<file path="config.mk">
export PLATFORM = sky130hd
export DESIGN_NAME = timer_cmp_flat
export DESIGN_NICKNAME = d
export VERILOG_FILES = /design/src/rtl/timer_cmp_if.sv /design/src/rtl/timer_cmp.sv /design/src/flat_wrapper.sv
export SDC_FILE = /design/constraint.sdc
export NUM_CORES = 1
export LEC_CHECK = 0
export CAP_MARGIN = 10
export CORE_MARGIN = 2
export CORE_UTILIZATION = 50
export CTS_CLUSTER_SIZE = 28
export DETAILED_ROUTE_END_ITERATION = 8
export PLACE_DENSITY = 0.71
export REMOVE_ABC_BUFFERS = 1
export SETUP_SLACK_MARGIN = 0.3
export SYNTH_ARGS = -nofsm -noshare
export SYNTH_HDL_FRONTEND = slang
export SYNTH_SLANG_ARGS = --single-unit
export TNS_END_PERCENT = 20
</file>
<file path="constraint.sdc">
create_clock -name clk -period 4.1 [get_ports clk]
set_clock_uncertainty 0.1 [all_clocks]
set_input_delay 0.82 -clock clk [delete_from_list [all_inputs] [get_ports clk]]
set_output_delay 0.82 -clock clk [all_outputs]
set_load 0.05 [all_outputs]
</file>
<file path="src/rtl/timer_cmp_if.sv">
// Word-wide peripheral bus bundle for timer_cmp: register select, write strobe/data, read data
// and the interrupt level back to the host.
interface timer_cmp_if;
  logic [2:0]  addr;
  logic [31:0] WD;
  logic        WE;
  logic [31:0] RD;
  logic        irq;

  modport master (
    output addr,
    output WD,
    output WE,
    input  RD,
    input  irq
  );

  modport slave (
    input  addr,
    input  WD,
    input  WE,
    output RD,
    output irq
  );
endinterface

</file>
<file path="src/rtl/timer_cmp.sv">
// Register-addressed prescaled timer with compare match, one-shot mode and level interrupt.
// Define TIMER_CAPTURE_EN to add the synchronised cap_in capture input and the CAP/CAPF state.
module timer_cmp #(
  parameter int unsigned WIDTH       = 32,
  parameter logic [31:0] PRESC_RESET = 32'd49_999
) (
  input logic       clk,
  input logic       rst_n,
`ifdef TIMER_CAPTURE_EN
  input logic       cap_in,
`endif
  timer_cmp_if.slave bus
);

  logic             en_q, en_d;
  logic             oneshot_q, oneshot_d;
  logic             irq_en_q, irq_en_d;
  logic [31:0]      presc_q, presc_d;
  logic [31:0]      pc_q, pc_d;
  logic [WIDTH-1:0] count_q, count_d;
  logic [WIDTH-1:0] cmp_q, cmp_d;
  logic             match_q, match_d;
  logic             capf_q;
  logic [WIDTH-1:0] cap_q;

  logic wr_ctrl, wr_presc, wr_count, wr_cmp, wr_status;
  logic tick;

  assign wr_ctrl   = bus.WE && (bus.addr == 3'd0);
  assign wr_presc  = bus.WE && (bus.addr == 3'd1);
  assign wr_count  = bus.WE && (bus.addr == 3'd2);
  assign wr_cmp    = bus.WE && (bus.addr == 3'd3);
  assign wr_status = bus.WE && (bus.addr == 3'd4);

  assign tick = en_q && (pc_q == presc_q);

  always_comb begin
    en_d      = en_q;
    oneshot_d = oneshot_q;
    irq_en_d  = irq_en_q;
    presc_d   = presc_q;
    pc_d      = pc_q;
    count_d   = count_q;
    cmp_d     = cmp_q;
    match_d   = match_q;

    if (en_q) begin
      pc_d = tick ? 32'd0 : pc_q + 32'd1;
    end
    if (wr_count || wr_presc) begin
      pc_d = 32'd0;
    end

    if (wr_ctrl) begin
      en_d      = bus.WD[0];
      oneshot_d = bus.WD[1];
      irq_en_d  = bus.WD[2];
    end
    if (wr_presc) begin
      presc_d = bus.WD;
    end
    if (wr_cmp) begin
      cmp_d = bus.WD[WIDTH-1:0];
    end
    if (wr_status && bus.WD[0]) begin
      match_d = 1'b0;
    end

    // A COUNT write suppresses both the increment and the match check for that cycle.
    if (wr_count) begin
      count_d = bus.WD[WIDTH-1:0];
    end else if (tick) begin
      if (count_q == cmp_q) begin
        count_d = '0;
        match_d = 1'b1;
        if (oneshot_q) begin
          en_d = 1'b0;
        end
      end else begin
        count_d = count_q + WIDTH'(1);
      end
    end
  end

  always_ff @(posedge clk or negedge rst_n) begin
    if (!rst_n) begin
      en_q      <= 1'b0;
      oneshot_q <= 1'b0;
      irq_en_q  <= 1'b0;
      presc_q   <= PRESC_RESET;
      pc_q      <= 32'd0;
      count_q   <= '0;
      cmp_q     <= '1;
      match_q   <= 1'b0;
    end else begin
      en_q      <= en_d;
      oneshot_q <= oneshot_d;
      irq_en_q  <= irq_en_d;
      presc_q   <= presc_d;
      pc_q      <= pc_d;
      count_q   <= count_d;
      cmp_q     <= cmp_d;
      match_q   <= match_d;
    end
  end

`ifdef TIMER_CAPTURE_EN
  logic             sync1_q, sync2_q, sync3_q;
  logic             cap_rise;
  logic             capf_d;
  logic [WIDTH-1:0] cap_d;

  assign cap_rise = sync2_q && !sync3_q;

  always_comb begin
    capf_d = capf_q;
    cap_d  = cap_q;
    if (wr_status && bus.WD[1]) begin
      capf_d = 1'b0;
    end
    // Set beats a same-cycle clear; CAP sees COUNT before this edge's update.
    if (cap_rise) begin
      capf_d = 1'b1;
      cap_d  = count_q;
    end
  end

  always_ff @(posedge clk or negedge rst_n) begin
    if (!rst_n) begin
      sync1_q <= 1'b0;
      sync2_q <= 1'b0;
      sync3_q <= 1'b0;
      capf_q  <= 1'b0;
      cap_q   <= '0;
    end else begin
      sync1_q <= cap_in;
      sync2_q <= sync1_q;
      sync3_q <= sync2_q;
      capf_q  <= capf_d;
      cap_q   <= cap_d;
    end
  end
`else
  assign capf_q = 1'b0;
  assign cap_q  = '0;
`endif

  logic [31:0] rd_data;

  always_comb begin
    rd_data = 32'd0;
    if (rst_n) begin
      case (bus.addr)
        3'd0:    rd_data = {29'd0, irq_en_q, oneshot_q, en_q};
        3'd1:    rd_data = presc_q;
        3'd2:    rd_data = 32'(count_q);
        3'd3:    rd_data = 32'(cmp_q);
        3'd4:    rd_data = {30'd0, capf_q, match_q};
        3'd5:    rd_data = 32'(cap_q);
        default: rd_data = 32'd0;
      endcase
    end
  end

  assign bus.RD  = rd_data;
  assign bus.irq = match_q && irq_en_q && rst_n;

endmodule
</file>
<file path="src/flat_wrapper.sv">
// flat-port wrapper written by rule: the top's interface ports become plain ports
module timer_cmp_flat 
#(
  parameter int unsigned WIDTH       = 32,
  parameter logic [31:0] PRESC_RESET = 32'd49_999
)
  (clk, rst_n, bus_addr, bus_WD, bus_WE, bus_RD, bus_irq);
  timer_cmp_if bus_i ();
  input logic clk;
  input logic rst_n;
  input wire logic [$bits(bus_i.addr)-1:0] bus_addr;
  input wire logic [$bits(bus_i.WD)-1:0] bus_WD;
  input wire logic [$bits(bus_i.WE)-1:0] bus_WE;
  output wire logic [$bits(bus_i.RD)-1:0] bus_RD;
  output wire logic [$bits(bus_i.irq)-1:0] bus_irq;
  assign bus_i.addr = bus_addr;
  assign bus_i.WD = bus_WD;
  assign bus_i.WE = bus_WE;
  assign bus_RD = bus_i.RD;
  assign bus_irq = bus_i.irq;
  timer_cmp #(.WIDTH(WIDTH), .PRESC_RESET(PRESC_RESET)) u_core (.clk(clk), .rst_n(rst_n), .bus(bus_i));
endmodule
</file>
* After elaboration in Yosys (flattened, before gate mapping) *
Cells that the tools add are included.
Widths: inputs -> output; s select.

operators by class
  add/subtract/negate cells = 2
  eq/ne operators = 6
  multiplexer cells = 17
  reduce and logical (&&, ||, !) cells = 13

operators by type and width
  cell                   number
  $mux 32                7
  $pmux 32 s5            1
  $add 32x1->32 const B  2
  $eq 32x32->1           2
  $logic_and 1x1->1      9
  $mux 1                 9
  $eq 3x2->1 const B     2
  $reduce_bool 2->1      2
  $eq 3x1->1 const B     1
  $eq 3x3->1 const B     1
  $logic_not 3->1        1
  $logic_or 1x1->1       1

storage, ports and cells
  register bits = 132
  input port bits = 38
  output and inout port bits = 33

* Logic depth before layout (Yosys ltp) *
  depth after elaboration = 7
  depth in mapped cells = 10

* Worst setup path before layout *
No wires, ideal clock.

  kind = input -> output
  start = input bus_addr[0]
  end = output bus_RD[21]
  data arrival time = 2.512 ns
  data required time = 3.180 ns
  slack = 0.668 ns
  stages = 6
  path buffers = 3
  cells stage by stage = clkbuf_1 > nor2b_1 > clkbuf_1 > clkbuf_1 > a22oi_1 > nor2_1

on the way
  cells in the longest elaborated chain, start to end = 3
  elaborated cells between the ends (all ways) = 7

RTL lines
  item                                line                text
  start, declared                     flat_wrapper.sv:11  input wire logic [$bits(bus_i.addr)-1:0] bus_addr;
  $eq 3x3->1 (tied with other cells)  timer_cmp.sv:153    case (bus.addr)
  $pmux 32 s5 *                       timer_cmp.sv:153
  $mux 32 *                           timer_cmp.sv:152    if (rst_n) begin
  end, declared                       flat_wrapper.sv:14  output wire logic [$bits(bus_i.RD)-1:0] bus_RD;

Mark *: on every way between the ends. The rest lies on a longest branch, timed or not.

* Final worst setup path *
  start = input bus_addr[0]
  end = output bus_RD[28]

Same word-level chain as after synthesis.

==> qor.yml <==
outcome:
  run_status: "completed"
cells_and_area:
  nFillCells: 1191
  syn_to_final_growth_pct: 23.72
  utilization_pct: 63.25
  fin_nets: 884
  drive_gt1_share_pct: 26.84
  insertedDiodeCount: 0
  layout.area.seq_um2: 3354
  multi_input_area_um2: 4212
global_route:
  grt_pass1_vias: 6552
  use_met1_pct: 39.55
  grt_use_met3_pct: 4.740
  overflow: 0
  top_usage_layer: "met2"
  grt_max_degree: 64
  grt_first_pass_wirelength_mm: 36.22
  grt_use_total_pct: 28.90
  use_met2_pct: 46.53
  antenna_found_initial: 1
power_and_ir_drop:
  power_mw: 4.449
  vdd_drop_max_v: 0.0003143
  powerDensity_nw_per_um2: 464.4
  p_leak_nw: 3.995
logic_synthesis:
  synth_area_um2: 7744
  synth_cell_types: 46
  synth_common_cells: "nor2_1, mux2_2, dfrtp_1, xor2_1, nand2_1"
  synth_cells: 785
  yosysMostFrequentCell: "nor2_1"
  netlist.area_leader.share_pct: 29.41
  synth.area.top_cells: "dfrtp_1, mux2_2, dfstp_2, xor2_1, nor2_1"
  ys_warn_count: 0
  synth.largest_area_cell: "dfrtp_1"
  ys.flop_type: "dfrtp_1"
  async_flop_share_pct: 100.0
  synth_edf_count: 0
  ys_seq_elements: 132
  yosysSeqAreaShare_pct: 43.32
  avgSynthCellArea_um2: 9.865
timing:
  tns_ns: 0
  hold_violations: 0
  fin_crit_sh_pct: 88.80
  hold_ws_ns: 0.1483
  maxSlewViolCount: 0
  period_minus_slack_ns: 3.641
  fmax_mhz: 274.7
  max_slew_margin_pct: 45.73
  rsz0062_at_grt: "false"
  worst_slew_pin_slew_ns: 0.8028
  setup_viol: 0
worst_setup_path:
  cp.required_ns: 3.18
  endpoint: "bus_RD[28]"
  cp.depth: 7
  slowest_stage: "clkdlybuf4s50_1"
  reg2reg_depth: 8
  regToRegSetupSlack_ns: 1.11
  startpoint: "bus_addr[0]"
  r2r_start: "u_core.pc_q[25]"
  critPathArrivalTime_ns: 2.72
  critical_path_class: "in2out"
  path_buf_inv: 4
  crit_top_cell: "buf_12"
  worst_path_largest_cell_delay_ns: 0.62
  r2r-end: "u_core.pc_q[0]"
  crit_fanout: 29
  crit_family: "buffers and inverters"
  end_kind: "primary output"
  crit_path_cell_trace: "clkdlybuf4s50_1 > buf_4 > nor2b_2 > buf_12 > a22oi_1 > nor2_1 > buf_12"
  cp-start-kind: "input pin"
clock_network:
  insertion_delay_ns: 0.42
  clockRootBuffer: "clkbuf_16"
  clk_pin_slew_ns: 0.05
  post_cts_buffers: 0
  cts_buffer_depth: 2
  cts_tree: "built"
  holdBufCountCts: 0
  cts_buffers: 17
  ctsResizeCount: 0
  h-tree-depth: 4
  clock-sinks: 132
die:
  die_w_um: 128.5
  start_util_pct: 51.13
  num_rows: 45
  ios: 71
  die_y_um: 128.5
  dieArea_um2: 16500
  core_um2: 15150
routing:
  routed_wl_mm: 22.67
  route.detailed.wl_per_inst_um: 21.69
  dr.pass1.iters: 6
  ant_nets: 0
  vias: 6589
  viasPerCell: 6.305
  drc: 0
  dr.first_iter.drc_count: 764
placed_design:
  dp_hpwl_mm: 15.92
  port_buffers: 70
  place.gp.congestion: 0.8891
min_path:
  hp-class: "in2async"
job:
  drv_cap: 0
[state kept, by name (all words and copies together), names as in the netlist]
| signal | cells |
|---|---|
| u_core.cmp_q | 32 |
| u_core.count_q | 32 |
| u_core.en_q | 1 |
| u_core.irq_en_q | 1 |
| u_core.match_q | 1 |
| u_core.oneshot_q | 1 |
| u_core.pc_q | 32 |
| u_core.presc_q | 32 |
[per-stage QoR]
step	std cells	instance area, µm²	setup slack (ns)
6_report	1045	9580	0.4593
5_1_grt	1045	9580	0.4264
4_1_cts	1045	9580	0.4942
3_5_place_dp	1013	8991	0.4989
3_3_place_gp	1013	8991	0.5845
2_1_floorplan	737	7548	-2.000
[how the worst min path moves through the flow]
stage                           from         endpoint  slack [ns]  depth (start not counted)
floorplan           u_core.oneshot_q      u_core.en_q        0.36                          1
global placement      u_core.match_q   u_core.match_q        0.41                          1
detailed placement  u_core.oneshot_q      u_core.en_q        0.43                          1
CTS                            rst_n   u_core.match_q        0.14                          1
global route                   rst_n  u_core.irq_en_q        0.15                          1
finish                         rst_n   u_core.match_q        0.15                          1
[cells in the final DEF, fill, tap and decap left out, types with 16 or more instances in the layout]
| master | count |
|---|---|
| clkdlybuf4s50_1 | 35 |
| a31oi_1 | 31 |
| nand2_1 | 50 |
| nor4_1 | 18 |
| or3_1 | 16 |
| dfstp_2 | 41 |
| nor2_1 | 110 |
| buf_12 | 34 |
| a22oi_1 | 29 |
| dfrtp_1 | 91 |
| clkbuf_16 | 17 |
| nand3_1 | 22 |
| mux2_2 | 96 |
| o21ai_0 | 34 |
| xor2_1 | 82 |
| buf_4 | 18 |
[cell type report]
type	count	share of cell area [%]
Clock inverter	9	1.058
Multi-Input combinational cell	600	43.96
Timing Repair Buffer	88	12.22
Inverter	5	0.1959
Tap cell	188	2.455
Clock buffer	23	5.093
Sequential cell	132	35.01
[power by group]
group / internal (mW) / switching (mW) / leakage (nW)
Clock: 0.954 / 0.562 / 0.293
Sequential: 1.60 / 0.326 / 1.54
Combinational: 0.496 / 0.513 / 2.16
Total: 3.05 / 1.40 / 3.99
[metal layers]
layer,part of all wire [%],up-vias
met4,3.2,0
met2,48,347
met3,6.7,45
li1,-,2934
met5,0,-
met1,42,3263
[cells by family (layout without fill, tap and decap cells)]
logic type,Yosys count,in the layout,share of synthesized area [%]
muxes,100,100,14.80
xor gates and xnor gates,93,93,10.52
and+or+nand+nor,295,295,19.29
adders and majority gates,2,2,0.3231
buffers and inverters,53,125,2.763
AOI/OAI and AO/OA,110,110,8.984
DFF,132,132,43.32
(Power assumes the default switching activity.)
==> patch 1, RTL diff (same flow settings) <==
`WIDTH` is set to 32 in 2 places; all go to 28.
--- a/src/rtl/timer_cmp.sv
+++ b/src/rtl/timer_cmp.sv
@@ -2,5 +2,5 @@
 // Define TIMER_CAPTURE_EN to add the synchronised cap_in capture input and the CAP/CAPF state.
 module timer_cmp #(
-  parameter int unsigned WIDTH       = 32,
+  parameter int unsigned WIDTH       = 28,
   parameter logic [31:0] PRESC_RESET = 32'd49_999
 ) (
--- a/src/flat_wrapper.sv
+++ b/src/flat_wrapper.sv
@@ -2,5 +2,5 @@
 module timer_cmp_flat 
 #(
-  parameter int unsigned WIDTH       = 32,
+  parameter int unsigned WIDTH       = 28,
   parameter logic [31:0] PRESC_RESET = 32'd49_999
 )
Function: changed (Yosys sat finds a counterexample within 4 cycles, from zero or initial values and one cycle with rst_n low).
==> patch 1 against the unedited design <==
Final area fell by 2.8%; sequential cell count down 8; routed wire length is 5.6% lower; total power shrank 2.2%; largest cell class unchanged; hold slack gained 0.028 ns; worst setup slack gained 0.16 ns; synthesized cell count shrank 5.0%; area after synthesis is 3.6% lower; critical endpoint is now bus_RD[27].
==> patch 1: results (changes against the unedited design) <==
count of different cell masters after synthesis - 49 (was 46)
inverters - 27 (was 5)
area of the multi-input gates - 4029 sq um (was 4212 sq um)
Cell Count, Final, Fillers Out - 1,004 (was 1,045)
# clock sinks - 124 (was 132)
pin count of the biggest net entering global routing - 75 (was 64)
Routability Congestion - 1.009 (was 0.8891)
Leak - 0.003718 uW (was 0.003995 uW)
First-pass DRT Iterations - 5 (was 6)
flop2flop setup slack - 1.14 ns (was 1.11 ns)
worst path arrival time - 2.56 ns (was 2.72 ns)
commonest cells in the netlist - 87 x dfrtp_1, 87 x mux2_2, 67 x nor2_1 (was 111 x nor2_1, 96 x mux2_2, 91 x dfrtp_1)
drt first-iter violations - 598 (was 764)
Clock Network Area Fraction - 6.708% (was 6.151%)
clkbuf count - 26 (was 23)
vias in the first global route - 6,246 (was 6,552)
post-synthesis sequential area ratio - 42.19% (was 43.32%)
# Post-CTS Setup Buffers - 0 (unchanged)
HPWL Detailed - 15,060 um (was 15,920 um)
first-pass GRT wire length - 34,760 um (was 36,220 um)
Async SR Flop Fraction - 100.0% (unchanged)
dpl cells - 972 (was 1,013)
Net Sw Frac - 30.24% (was 31.49%)
Seq area share - 33.84% (was 35.01%)
Top Registers - u_core.pc_q (32), u_core.presc_q (32)
syn_area_per_cell - 10.01 sq um (was 9.865 sq um)
drt via density - 6.234 (was 6.305)
fillcell total - 1,152 (was 1,191)
Reg-to-Reg Start - u_core.presc_q[17] (was u_core.pc_q[25])
Final #Nets - 847 (was 884)
Tot GR Track Use - 27.99% (was 28.90%)
#MultiIn Comb - 549 (was 600)
initial antenna violation count - 0 (was 1)
outcome - finished clean (unchanged)
share of post-route cells with drive strength above 1 - 27.68% (was 26.84%)
Non-clock buffering overhead - 12.61% (was 12.22%)
worst IR drop on VDD - 298.2 uV (was 314.3 uV)
Slew @ Worst Pin - 0.9402 ns (was 0.8028 ns)
Worst Path Max Fanout - 12 (was 29)
Synth area leaders - dfrtp_1 29%, mux2_2 13%, dfstp_2 13% (was dfrtp_1 29%, mux2_2 14%, dfstp_2 14%)
CP max stage delay - 0.48 ns (was 0.62 ns)
patch 1: power by group through the flow:
stage | logic, uW | registers (uW) | clock network (uW)
after floorplan | 656 | 1670 | 0
after global placement | 959 | 1750 | 0
after detailed placement | 990 | 1770 | 0
after CTS | 999 | 1750 | 1600
after global routing | 1070 | 1790 | 1660
final | 1000 | 1760 | 1590
patch 1: per-layer routing:
layer / vias up / global-route usage (%) / share of wire [%]
li1: 2803 / - / -
met1: 3110 / 37.05 / 41
met2: 292 / 44.97 / 48
met3: 54 / 5.862 / 7.0
met4: 0 / 11.57 / 3.1
met5: - / 0 / 0
patch 1: worst paths after layout:
path | endpoint | cells after the start
hold reg to reg | u_core.en_q | 1
max in group asynchronous | u_core.presc_q[20] | 2
setup / recovery | bus_RD[27] | 6
hold / removal | u_core.count_q[9] | 1
setup reg to reg | u_core.count_q[3] | 6
min in group clk | u_core.en_q | 1
patch 1: cells by family after synthesis:
group / Yosys count / synth area share, %
compound gates: 95 / 9.604
xor+xnor: 89 / 10.44
fa+ha+maj: 2 / 0.3352
buf+inv: 73 / 4.207
flops: 124 / 42.19
mux: 90 / 14.03
simple gates: 273 / 19.19
patch 1: through the flow:
| step | area, sq um | utilization, % | setup TNS, ns | hold slack, ns | setup slack [ns] |
|---|---|---|---|---|---|
| CTS | 9308 | 64.04 | 0 | 0.1712 | 0.6089 |
| detailed placement | 8683 | 59.75 | 0 | 0.3792 | 0.5657 |
| floorplan | 7252 | - | -79.28 | 0.3409 | -2.009 |
| finish | 9308 | 64.04 | 0 | 0.1761 | 0.6169 |
| global route | 9308 | 64.04 | 0 | 0.1875 | 0.5403 |
| global placement | 8683 | 59.75 | 0 | 0.3726 | 0.6374 |
==> patch 2, RTL diff (same flow settings) <==
Without the edit above. `pc_q` no longer has a reset.
--- a/src/rtl/timer_cmp.sv
+++ b/src/rtl/timer_cmp.sv
@@ -89,5 +89,4 @@
       irq_en_q  <= 1'b0;
       presc_q   <= PRESC_RESET;
-      pc_q      <= 32'd0;
       count_q   <= '0;
       cmp_q     <= '1;
@@ -98,9 +97,12 @@
       irq_en_q  <= irq_en_d;
       presc_q   <= presc_d;
-      pc_q      <= pc_d;
       count_q   <= count_d;
       cmp_q     <= cmp_d;
       match_q   <= match_d;
     end
+  end
+
+  always_ff @(posedge clk) begin
+    pc_q <= pc_d;
   end
 
Formal check against the unedited RTL: same outputs for any inputs over 4 cycles, from zero or initial values and one cycle with rst_n low; that may be too few to reach the edited logic, so the function may still have changed.
==> patch 2 against the unedited design <==
Final area is 1.5% lower; sequential cell count stayed put; area after synthesis is 1.7% lower; clock power is 6% higher; worst setup slack better by 0.20 ns; count of clock-buffer cells in the layout is 5 lower; routed wire length is 1.7% lower; total power is 2.9% higher; highest routed layer is now met5.
==> patch 2: results (changes against the unedited design) <==
outcome - finished clean (unchanged)
drt first-iter violations - 674 (was 764)
fillcell total - 1,186 (was 1,191)
clk root buf - clkbuf_16 (unchanged)
wire length on met2 - 10,770 um (was 10,860 um)
clk buf depth - 2 (unchanged)
Final Hold Vio Count - 0 (unchanged)
drt via density - 6.336 (was 6.305)
Hold Path Class - input pin to asynchronous set/reset pin (unchanged)
HPWL Detailed - 15,960 um (was 15,920 um)
worst IR drop on VDD - 321.4 uV (was 314.3 uV)
clk_lat worst skew - 0.43 ns
share of post-route cells with drive strength above 1 - 27.21% (was 26.84%)
First-pass DRT Iterations - 5 (was 6)
Max H-tree Level - 4 (unchanged)
Tot GR Track Use - 27.98% (was 28.90%)
worst path arrival time - 2.52 ns (was 2.72 ns)
Synth Area in Compound Gates - 9.878% (was 8.984%)
Routability Congestion - 0.9176 (was 0.8891)
Slew @ Worst Pin - 0.7593 ns (was 0.8028 ns)
Final #Nets - 887 (was 884)
Leak - 0.003531 uW (was 0.003995 uW)
port bufs - 70 (unchanged)
pin count of the biggest net entering global routing - 55 (was 64)
Synth Area in Adders - 0.3287% (was 0.3232%)
# Post-CTS Setup Buffers - 0 (unchanged)
Synth area leaders - dfrtp_1 19%, dfstp_2 14%, mux2_2 14% (was dfrtp_1 29%, mux2_2 14%, dfstp_2 14%)
count of different cell masters after synthesis - 47 (was 46)
initial antenna violation count - 0 (was 1)
vias in the first global route - 6,572 (was 6,552)
drt total wl - 22,280 um (was 22,670 um)
commonest cells in the netlist - 109 x nor2_1, 95 x mux2_2, 62 x xnor2_1 (was 111 x nor2_1, 96 x mux2_2, 91 x dfrtp_1)
Async SR Flop Fraction - 75.76% (was 100.0%)
DR top layer - met5 (was met4)
ANT cells - 0 (unchanged)
first-pass GRT wire length - 35,070 um (was 36,220 um)
post-cts resize count - 0 (unchanged)
post-synthesis mux area share - 15.07% (was 14.80%)
Switch Pwr - 1420 uW (was 1401 uW)
max-slew violations - 0 (unchanged)
metal3 WL - 1646 um (was 1518 um)
synthesis warning total - 0 (unchanged)
post-synthesis sequential area ratio - 41.96% (was 43.32%)
post-synthesis xor/xnor area fraction - 10.47% (was 10.52%)
Metal-1 WL - 9144 um (was 9552 um)
TritonCTS Buffers - 17 (unchanged)
Clock transition at path regs - 0.06 ns
Worst Path Max Fanout - 21 (was 29)
-- patch 2: kinds of logic after synthesis --
family / Yosys count
mux: 99
compound gates: 117
fa+ha+maj: 2
flops: 132
buf+inv: 58
xor+xnor: 91
simple gates: 289
-- patch 2: final timing paths --
path	cells past startpoint	end	slack, ns	from
max	6	bus_RD[15]	0.66	bus_addr[0]
min	1	u_core.irq_en_q	0.11	rst_n
max reg2reg	8	u_core.count_q[24]	1.13	u_core.count_q[5]
min reg2reg	1	u_core.en_q	0.40	u_core.oneshot_q
max in group asynchronous	3	u_core.presc_q[31]	2.31	rst_n
min in group clk	1	u_core.en_q	0.40	u_core.oneshot_q
-- patch 2: worst max-delay path, stage by stage --
cell and delay, ns:
clkdlybuf4s50_1 0.63, nor2b_2 0.22, buf_4 0.31, a22oi_1 0.14, nor2_1 0.22, buf_12 0.17
-- patch 2: power groups by stage --
stage / registers (uW) / logic [uW] / clock network (uW)
floorplan: 1810 / 691 / 0
global placement: 1920 / 997 / 0
detailed placement: 1940 / 1020 / 0
CTS: 1920 / 1030 / 1620
global route: 1950 / 1110 / 1680
finish: 1930 / 1030 / 1610
-- patch 2: cell type report --
| cell class | instances | area [sq um] | area share [%] |
|---|---|---|---|
| clock inverters | 14 | 185.2 | 1.962 |
| inverters | 6 | 22.52 | 0.2386 |
| clock buffers | 18 | 439.2 | 4.653 |
| repair buffers | 92 | 1166 | 12.35 |
| well taps | 188 | 235.2 | 2.492 |
| multi-input cells | 598 | 4197 | 44.46 |
| flip-flops and latches | 132 | 3194 | 33.84 |
-- patch 2: per-stage QoR --
| stage | hold WS (ns) | area, sq um | setup WS [ns] | utilization [%] | std cells |
|---|---|---|---|---|---|
| after floorplan | 0.3335 | 7401 | 0.3528 | - | 736 |
| after global placement | 0.3607 | 8815 | 0.7243 | 58.64 | 1016 |
| after detailed placement | 0.3916 | 8815 | 0.6782 | 58.64 | 1016 |
| after CTS | 0.09776 | 9439 | 0.6757 | 62.79 | 1048 |
| after global routing | 0.1037 | 9439 | 0.5703 | 62.79 | 1048 |
| final | 0.1069 | 9439 | 0.6552 | 62.79 | 1048 |
-- patch 2: routing by layer --
metal | global-route usage [%] | vias up
met4 | 11.57 | 2
met2 | 45.80 | 324
met3 | 5.276 | 53
met1 | 36.68 | 3310
met5 | 0 | -
li1 | - | 2951
